[config.mk]
export PLATFORM = sky130hd
export DESIGN_NAME = bmc_soft_pipe_flat
export DESIGN_NICKNAME = d
export VERILOG_FILES = /design/src/rtl/viterbi_pkg.sv /design/src/rtl/bmc_soft_pipe_if.sv /design/src/rtl/bmc_sym_dist.sv /design/src/rtl/bmc_soft_pipe.sv /design/src/flat_wrapper.sv
export SDC_FILE = /design/constraint.sdc
export NUM_CORES = 1
export LEC_CHECK = 0
export BUFFER_PORTS_ARGS = -buffer_cell sky130_fd_sc_hd__buf_4
export CAP_MARGIN = 15
export CORE_UTILIZATION = 50
export CTS_CLUSTER_DIAMETER = 80
export DETAILED_ROUTE_END_ITERATION = 8
export PLACE_DENSITY = 0.77
export SETUP_SLACK_MARGIN = 0.1
export SYNTH_ARGS = -nofsm -noshare
export SYNTH_HDL_FRONTEND = slang
export SYNTH_SLANG_ARGS = --single-unit
[constraint.sdc]
create_clock -name clk -period 4.78 [get_ports clk]
set_clock_uncertainty 0.2 [all_clocks]
set_input_delay 0.478 -clock clk [delete_from_list [all_inputs] [get_ports clk]]
set_output_delay 0.478 -clock clk [all_outputs]
set_load 0.02 [all_outputs]
[src/rtl/viterbi_pkg.sv]
// Shared Viterbi decoder definitions: parameter defaults, metric width
// derivation and the per-symbol branch distance used by every BMC flavour.
package viterbi_pkg;

    localparam int CODE_N_DEF = 2;
    localparam int SOFT_W_DEF = 3;
    localparam int SYM_MAX_W  = 8;

    // Metric width that holds CODE_N maximal symbol distances without overflow.
    function automatic int metric_w(input int code_n, input int soft_w);
        return soft_w + $clog2(code_n + 1);
    endfunction

    // Distance of one received symbol to an expected code bit.
    // Soft: expected 0 -> r, expected 1 -> full-scale minus r.
    // Hard: MSB of r XOR expected bit. Punctured symbols contribute nothing.
    function automatic logic [SYM_MAX_W-1:0] sym_dist(
        input logic [SYM_MAX_W-1:0] r,
        input int                   soft_w,
        input logic                 exp_bit,
        input logic                 hard,
        input logic                 erased
    );
        logic [SYM_MAX_W-1:0] full;
        logic                 hard_bit;
        full     = SYM_MAX_W'((1 << soft_w) - 1);
        hard_bit = |(r & (SYM_MAX_W'(1) << (soft_w - 1)));
        if (erased)
            return '0;
        if (hard)
            return {{(SYM_MAX_W-1){1'b0}}, hard_bit ^ exp_bit};
        return exp_bit ? (full - r) : r;
    endfunction

endpackage

[src/rtl/bmc_soft_pipe_if.sv]
// Beat-level bus between the symbol source, the branch metric unit and the
// ACS array: input handshake with codeword/erasures, output handshake with metrics.
interface bmc_soft_pipe_if
    import viterbi_pkg::*;
#(
    parameter int CODE_N = CODE_N_DEF,
    parameter int SOFT_W = SOFT_W_DEF
);
    localparam int MW = metric_w(CODE_N, SOFT_W);

    logic                          hard_mode;
    logic                          in_valid;
    logic                          in_ready;
    logic [CODE_N*SOFT_W-1:0]      rx_sym;
    logic [CODE_N-1:0]             erase;
    logic                          out_valid;
    logic                          out_ready;
    logic [(2**CODE_N)*MW-1:0]     bm;
    logic                          out_last;

    modport master (
        output hard_mode, in_valid, rx_sym, erase, out_ready,
        input  in_ready, out_valid, bm, out_last
    );

    modport slave (
        input  hard_mode, in_valid, rx_sym, erase, out_ready,
        output in_ready, out_valid, bm, out_last
    );

endinterface

[src/rtl/bmc_sym_dist.sv]
// One received symbol -> its distances to expected bit 0 and expected bit 1.
module bmc_sym_dist
    import viterbi_pkg::*;
#(
    parameter int SOFT_W = SOFT_W_DEF
) (
    input  logic [SOFT_W-1:0] r,
    input  logic              hard,
    input  logic              erased,
    output logic [SOFT_W-1:0] d0,
    output logic [SOFT_W-1:0] d1
);

    // Both hypotheses evaluated in parallel; results always fit in SOFT_W bits.
    always_comb begin
        d0 = SOFT_W'(sym_dist(SYM_MAX_W'(r), SOFT_W, 1'b0, hard, erased));
        d1 = SOFT_W'(sym_dist(SYM_MAX_W'(r), SOFT_W, 1'b1, hard, erased));
    end

endmodule

[src/rtl/bmc_soft_pipe.sv]
// Two-stage branch metric unit: stage 1 holds per-symbol distance pairs,
// stage 2 holds the summed metric of every expected codeword plus frame tag.
module bmc_soft_pipe
    import viterbi_pkg::*;
#(
    parameter int CODE_N    = CODE_N_DEF,
    parameter int SOFT_W    = SOFT_W_DEF,
    parameter int FRAME_LEN = 64
) (
    input  logic               clk,
    input  logic               rst_n,
    bmc_soft_pipe_if.slave     bus
);

    localparam int MW    = metric_w(CODE_N, SOFT_W);
    localparam int NH    = 2**CODE_N;
    localparam int CNT_W = $clog2(FRAME_LEN);
    localparam logic [CNT_W-1:0] LAST_CNT = CNT_W'(FRAME_LEN - 1);

    logic [CODE_N-1:0][SOFT_W-1:0] d0_w;
    logic [CODE_N-1:0][SOFT_W-1:0] d1_w;
    logic [CODE_N-1:0][SOFT_W-1:0] s1_d0;
    logic [CODE_N-1:0][SOFT_W-1:0] s1_d1;
    logic                          s1_v;
    logic                          s1_last;
    logic                          s2_v;
    logic                          s2_last;
    logic [NH*MW-1:0]              s2_bm;
    logic [NH*MW-1:0]              sum_next;
    logic [MW-1:0]                 acc;
    logic [CNT_W-1:0]              frame_cnt;
    logic                          ld1;
    logic                          ld2;

    for (genvar g = 0; g < CODE_N; g++) begin : g_sym
        bmc_sym_dist #(.SOFT_W(SOFT_W)) u_sym_dist (
            .r      (bus.rx_sym[g*SOFT_W +: SOFT_W]),
            .hard   (bus.hard_mode),
            .erased (bus.erase[g]),
            .d0     (d0_w[g]),
            .d1     (d1_w[g])
        );
    end

    // Handshake: stage 2 refills when empty or draining; stage 1 accepts when it can move on.
    always_comb begin
        ld2 = s1_v & (!s2_v | bus.out_ready);
        ld1 = bus.in_valid & (!s1_v | ld2);
    end

    assign bus.in_ready  = !s1_v | ld2;
    assign bus.out_valid = s2_v;
    assign bus.bm        = s2_bm;
    assign bus.out_last  = s2_last;

    // Frame position of the next accepted beat; only accepted beats advance it.
    always_ff @(posedge clk) begin
        if (!rst_n)
            frame_cnt <= '0;
        else if (ld1)
            frame_cnt <= (frame_cnt == LAST_CNT) ? '0 : frame_cnt + CNT_W'(1);
    end

    // Stage 1 captures the distance pairs and the frame tag of the accepted beat.
    always_ff @(posedge clk) begin
        if (!rst_n) begin
            s1_v    <= 1'b0;
            s1_d0   <= '0;
            s1_d1   <= '0;
            s1_last <= 1'b0;
        end else begin
            if (ld1) begin
                s1_d0   <= d0_w;
                s1_d1   <= d1_w;
                s1_last <= (frame_cnt == LAST_CNT);
            end
            if (ld1)
                s1_v <= 1'b1;
            else if (ld2)
                s1_v <= 1'b0;
        end
    end

    // Sum, for each hypothesis h, the distance selected by each bit of h.
    always_comb begin
        sum_next = '0;
        acc      = '0;
        for (int h = 0; h < NH; h++) begin
            acc = '0;
            for (int i = 0; i < CODE_N; i++) begin
                if (((h >> i) & 1) != 0)
                    acc = acc + MW'(s1_d1[i]);
                else
                    acc = acc + MW'(s1_d0[i]);
            end
            sum_next[h*MW +: MW] = acc;
        end
    end

    // Stage 2 holds metrics steady until the ACS array takes them.
    always_ff @(posedge clk) begin
        if (!rst_n) begin
            s2_v    <= 1'b0;
            s2_bm   <= '0;
            s2_last <= 1'b0;
        end else if (ld2) begin
            s2_v    <= 1'b1;
            s2_bm   <= sum_next;
            s2_last <= s1_last;
        end else if (bus.out_ready) begin
            s2_v    <= 1'b0;
        end
    end

endmodule

[src/flat_wrapper.sv]
// flat-port wrapper written by rule: the top's interface ports become plain ports
module bmc_soft_pipe_flat import viterbi_pkg::*;
#(
    parameter int CODE_N    = CODE_N_DEF,
    parameter int SOFT_W    = SOFT_W_DEF,
    parameter int FRAME_LEN = 64
)
  (clk, rst_n, bus_hard_mode, bus_in_valid, bus_rx_sym, bus_erase, bus_out_ready, bus_in_ready, bus_out_valid, bus_bm, bus_out_last);
  bmc_soft_pipe_if #(.CODE_N(CODE_N), .SOFT_W(SOFT_W)) bus_i ();
  input  logic clk;
  input  logic rst_n;
  input wire logic [$bits(bus_i.hard_mode)-1:0] bus_hard_mode;
  input wire logic [$bits(bus_i.in_valid)-1:0] bus_in_valid;
  input wire logic [$bits(bus_i.rx_sym)-1:0] bus_rx_sym;
  input wire logic [$bits(bus_i.erase)-1:0] bus_erase;
  input wire logic [$bits(bus_i.out_ready)-1:0] bus_out_ready;
  output wire logic [$bits(bus_i.in_ready)-1:0] bus_in_ready;
  output wire logic [$bits(bus_i.out_valid)-1:0] bus_out_valid;
  output wire logic [$bits(bus_i.bm)-1:0] bus_bm;
  output wire logic [$bits(bus_i.out_last)-1:0] bus_out_last;
  assign bus_i.hard_mode = bus_hard_mode;
  assign bus_i.in_valid = bus_in_valid;
  assign bus_i.rx_sym = bus_rx_sym;
  assign bus_i.erase = bus_erase;
  assign bus_i.out_ready = bus_out_ready;
  assign bus_in_ready = bus_i.in_ready;
  assign bus_out_valid = bus_i.out_valid;
  assign bus_bm = bus_i.bm;
  assign bus_out_last = bus_i.out_last;
  bmc_soft_pipe #(.CODE_N(CODE_N), .SOFT_W(SOFT_W), .FRAME_LEN(FRAME_LEN)) u_core (.clk(clk), .rst_n(rst_n), .bus(bus_i));
endmodule
Yosys cells after proc, flatten, opt, wreduce, memory -nomap -nowiden
Cells that the tools add are included.
Word-level totals
  flip-flop bits (word level): 42
  logic and storage cells: 52
Cells by class
  add/subtract/negate cells: 7
  equal/unequal tests: 1
  muxes and demuxes: 24
  bitwise operators: 6
  reductions and logical operators: 4
Operator list (count)
  2-to-1 mux 3 bit: 14
  adder 3 x 3 -> 4 bit: 4
  2-to-1 mux 1 bit: 9
  adder 6 x 1 -> 6 bit, second input constant: 1
  equality test 6 bit, second input constant: 1
  2-to-1 mux 6 bit: 1
  subtractor 3 bit, first input constant: 2
  nonzero test 2 bit: 2
  bitwise AND 1 bit: 2
  zero test 1 bit: 2
  NOT 1 bit: 2
  OR 1 bit: 2

Depth between registers and ports, before layout
  depth after elaboration: 6
  mapped depth: 6
  depth with buffers taken out: 6

Cells and area by module
A second synthesis with hierarchy kept.
Second synthesis, totals
  cell total of the unflattened synthesis: 226
  area total of the unflattened synthesis: 1974.4 um^2
Modules (own cells, without submodules)
  bmc_soft_pipe: times used 1, cells an instance 212, area each 1884.3 um^2, sequential area each 760.7 um^2
  bmc_sym_dist: times used 2, cells an instance 7, area each 45.0 um^2, sequential area each 0.0 um^2

Least setup slack after synthesis
OpenSTA, ideal clock, no wires.
  path type: input-to-reg
  start point: input port bus_out_ready
  end point: register u_core.frame_cnt[0]
  arrival: 1307 ps
  data required time: 4455 ps
  slack: 3148 ps
  stages on the path: 6
  path buffers: 1
  cells stage by stage: and3b_4 inv_4 and2_4 buf_6 xnor2_1 nor2_1
Between the ends
  cells in the longest elaborated chain, start to end: 4
RTL lines
  from (decl): line flat_wrapper.sv:16  | input wire logic [$bits(bus_i.out_ready)-1:0] bus_out_ready;
  OR 1 bit: line bmc_soft_pipe.sv:47  | ld2 = s1_v & (!s2_v | bus.out_ready);
  bitwise AND 1 bit: line bmc_soft_pipe.sv:47
  OR 1 bit
  named net bus_in_ready: line flat_wrapper.sv:17  | output wire logic [$bits(bus_i.in_ready)-1:0] bus_in_ready;
  bitwise AND 1 bit: line bmc_soft_pipe.sv:48  | ld1 = bus.in_valid & (!s1_v | ld2);
  to (signal assigned): line bmc_soft_pipe.sv:61  | frame_cnt <= (frame_cnt == LAST_CNT) ? '0 : frame_cnt + CNT_W'(1);
  to (decl): line bmc_soft_pipe.sv:31  | logic [CNT_W-1:0] frame_cnt;
The timed path passes the listed nets, and every way through them passes these cells.
A chain may end at the register's enable or synchronous reset.

Worst setup path after layout
  start point: register u_core.s1_v
  end point: output port bus_in_ready
Between the ends
  cells in the longest elaborated chain, start to end: 2
  elaborated cells between the ends (all ways): 3
RTL lines
  from (decl): line bmc_soft_pipe.sv:24  | logic s1_v;
  from (signal assigned): line bmc_soft_pipe.sv:67  | s1_v <= 1'b0;
  from (signal assigned): line bmc_soft_pipe.sv:78  | s1_v <= 1'b1;
  from (signal assigned): line bmc_soft_pipe.sv:80  | s1_v <= 1'b0;
  bitwise AND 1 bit / zero test 1 bit (equally long branches): line bmc_soft_pipe.sv:47, bmc_soft_pipe.sv:51
  OR 1 bit (*): line bmc_soft_pipe.sv:51  | assign bus.in_ready = !s1_v | ld2;
  to (decl): line flat_wrapper.sv:17
Every way passes the cells marked *; elsewhere a longest branch is shown, timed or not.

==> results.sh <==
export IMPL_pwr_share_seq=0.451
export IMPL_start_util=0.5415
export IMPL_fillerInstances=320
export IMPL_synth_warning_count=0
export IMPL_grt_max_degree=38
export IMPL_first_global_vias=1372
export IMPL_p_int_uw=583.8
export IMPL_synth_cell_type_count=36
export IMPL_ctsResizeCount=0
export IMPL_cap_violations=0
export IMPL_required_ns=4.10
export IMPL_drtPass1Iterations=4
export IMPL_cts_hold_buf=0
export IMPL_antenna_found_initial=0
export IMPL_syn_area_per_cell_um2=9.297
export IMPL_postCtsSetupRepairBufs=0
export IMPL_final_max_slew_viol_count=0
export IMPL_max_vdd_ir_drop_mv=0.1997
export IMPL_wl_per_cell_um=11.99
export IMPL_switchingPower_uw=162.7
export IMPL_netSwitchingFraction=0.2179
export IMPL_grt_pass1_wl_um=5968
export IMPL_wirelength_um=3321
export IMPL_clock_power_share=0.449
export IMPL_cts_tree="yes"
export IMPL_gr_total_overflow=0
export IMPL_setup_viol=0
export IMPL_hold_class="primary input to flop"
export IMPL_port_buffer_count=31
export IMPL_gp_congestion=0.7923
export IMPL_p_per_area_nw_per_um2=332.8
export IMPL_cts_sinks=38
export IMPL_final_cell_mix="nand2_1 (38), dfxtp_1 (38), buf_4 (31)"
export IMPL_nets=260
export IMPL_insertion_delay_ns=0.30
export IMPL_dieWidth_um=63.29
export IMPL_num_antenna_cells=0
export IMPL_yosysSeqAreaShare=0.4051
export IMPL_whs_ns=0.2605
export IMPL_io_pins=36
export IMPL_critical_path_class="flop to output port"
export IMPL_cts_root_buf="clkbuf_8"
export IMPL_numCtsBuffers=5
export IMPL_p_leak_nw=1.014
export IMPL_max_freq_ghz=0.5498
export IMPL_clkTransAtPathRegs_ns=0.07
export IMPL_setup_tns_ns=0
export IMPL_grt_usage=0.1937
export IMPL_viasPerCell=5.069
export IMPL_postRouteAntennaNets=0
export IMPL_arrival_ns=1.14
export IMPL_dieArea_um2=4005
export IMPL_drtIter0Drc=53
export IMPL_outcome="complete, no violations"
export IMPL_synth_seq_cells=38
export IMPL_synthToLayoutAreaGrowth_pct=19.45
export IMPL_syn_cell_area_um2=1878
export IMPL_fin_crit_ns=1.819
export IMPL_hpwlAfterDp_um=2420
export IMPL_drive_gt1_frac=0.1905
export IMPL_syn_inst=202
export IMPL_path_max_fanout=5
export IMPL_hold_violations=0
export IMPL_vias=1404
export IMPL_row_count=21
export IMPL_min_period_over_period=0.3805
export IMPL_slew_headroom=0.4842
export IMPL_post_route_drc_count=0
export IMPL_grt_setup_unrepaired="false"
export IMPL_worst_pin_slew_ns=0.7738
export IMPL_end_kind="output port"
export IMPL_core_area_um2=3468
export IMPL_worst_setup_path_start_kind="flop"
export IMPL_h_tree_depth=2
export IMPL_p_comb_frac=0.099
export IMPL_cts_buffer_depth=2
export IMPL_utilization=0.6468
export IMPL_die_h_um=63.29
[worst max-delay path: stages, from the launching register on]
cell and delay [ns]:
dfxtp_1 0.37, and3b_4 0.26, inv_4 0.06, buf_4 0.15
[synthesized netlist by cell type (all sizes together)]
master	count	area (um^2)
ha	13	162.7
nand2b	1	6.260
nand3b	6	45.04
conb	1	3.750
mux2i	2	20.02
nand3	5	25.02
and3b	1	12.51
a21oi	9	45.04
xnor2	7	61.31
and3	1	6.260
nor2b	1	6.260
or3	2	12.51
nand4	2	12.51
a21o	4	30.03
a32oi	1	8.760
buf	9	63.81
clkbuf	4	15.01
nand2	39	153.9
xor2	1	8.760
a21boi	23	172.7
o21a	1	7.510
inv	7	28.78
o221a	1	11.26
o211a	4	40.04
o31ai	1	7.510
o21ai	4	20.02
fa	4	80.08
and2	4	27.53
dfxtp	38	760.7
nor2	6	22.52
[cell families after synthesis]
logic type                 after synthesis  synth area share
AOI/OAI and AO/OA                       48            0.1825
xor gates and xnor gates                 8           0.03731
adders and majority gates               17            0.1293
buffers and inverters                   20           0.05729
DFF                                     38            0.4051
muxes                                    2           0.01066
other                                    1          0.001997
and+or+nand+nor                         68            0.1759
[state kept, by name, indices dropped and copies added (netlist names)]
register / cells
u_core.s1_d0: 6
u_core.frame_cnt: 6
u_core.bus.out_last: 1
u_core.s1_v: 1
u_core.s1_d1: 6
u_core.s1_last: 1
u_core.bus.out_valid: 1
u_core.bus.bm: 16
[final timing paths]
| check | end | depth (start not counted) | slack (ns) | start |
|---|---|---|---|---|
| worst max-delay path | bus_in_ready | 3 | 2.96 | u_core.s1_v |
| worst min-delay path | u_core.s1_d0[4] | 3 | 0.26 | bus_rx_sym[4] |
| worst max register to register | u_core.bus.bm[7] | 6 | 3.00 | u_core.s1_d0[3] |
| worst min register to register | u_core.bus.bm[5] | 2 | 0.26 | u_core.bus.bm[5] |
[area by class of cell]
class / instances / area, um^2 / share of cell area
clock buffer: 6 / 82.58 / 0.03681
clock inverter: 2 / 60.06 / 0.02677
inverter: 7 / 28.78 / 0.01283
multi-input combinational: 147 / 1021 / 0.4551
sequential: 38 / 760.7 / 0.3391
tap: 46 / 57.56 / 0.02566
timing repair buffer: 31 / 232.7 / 0.1037
[power groups by stage]
stage / clock [mW] / combinational, mW / sequential (mW)
floorplan: 0 / 0.0447 / 0.350
global placement: 0 / 0.0736 / 0.344
detailed placement: 0 / 0.0741 / 0.344
CTS: 0.342 / 0.0748 / 0.337
global route: 0.356 / 0.0827 / 0.339
finish: 0.335 / 0.0742 / 0.337
[per-layer routing]
layer	wire, um	GRT usage	up-vias
met4	88	0.1108	0
li1	-	-	730
met3	143	0.04529	8
met2	1412	0.2957	36
met1	1677	0.2492	630
met5	0	0	-
[per-stage QoR]
| stage | setup WS, ns | area [um^2] | instances | total power [mW] |
|---|---|---|---|---|
| floorplan | 3.148 | 1889 | 205 | 0.3952 |
| global placement | 2.904 | 2101 | 269 | 0.4175 |
| detailed placement | 2.851 | 2101 | 269 | 0.4183 |
| CTS | 2.954 | 2243 | 277 | 0.7538 |
| global route | 2.777 | 2243 | 277 | 0.7778 |
| finish | 2.961 | 2243 | 277 | 0.7465 |
(Power assumes the default switching activity.)
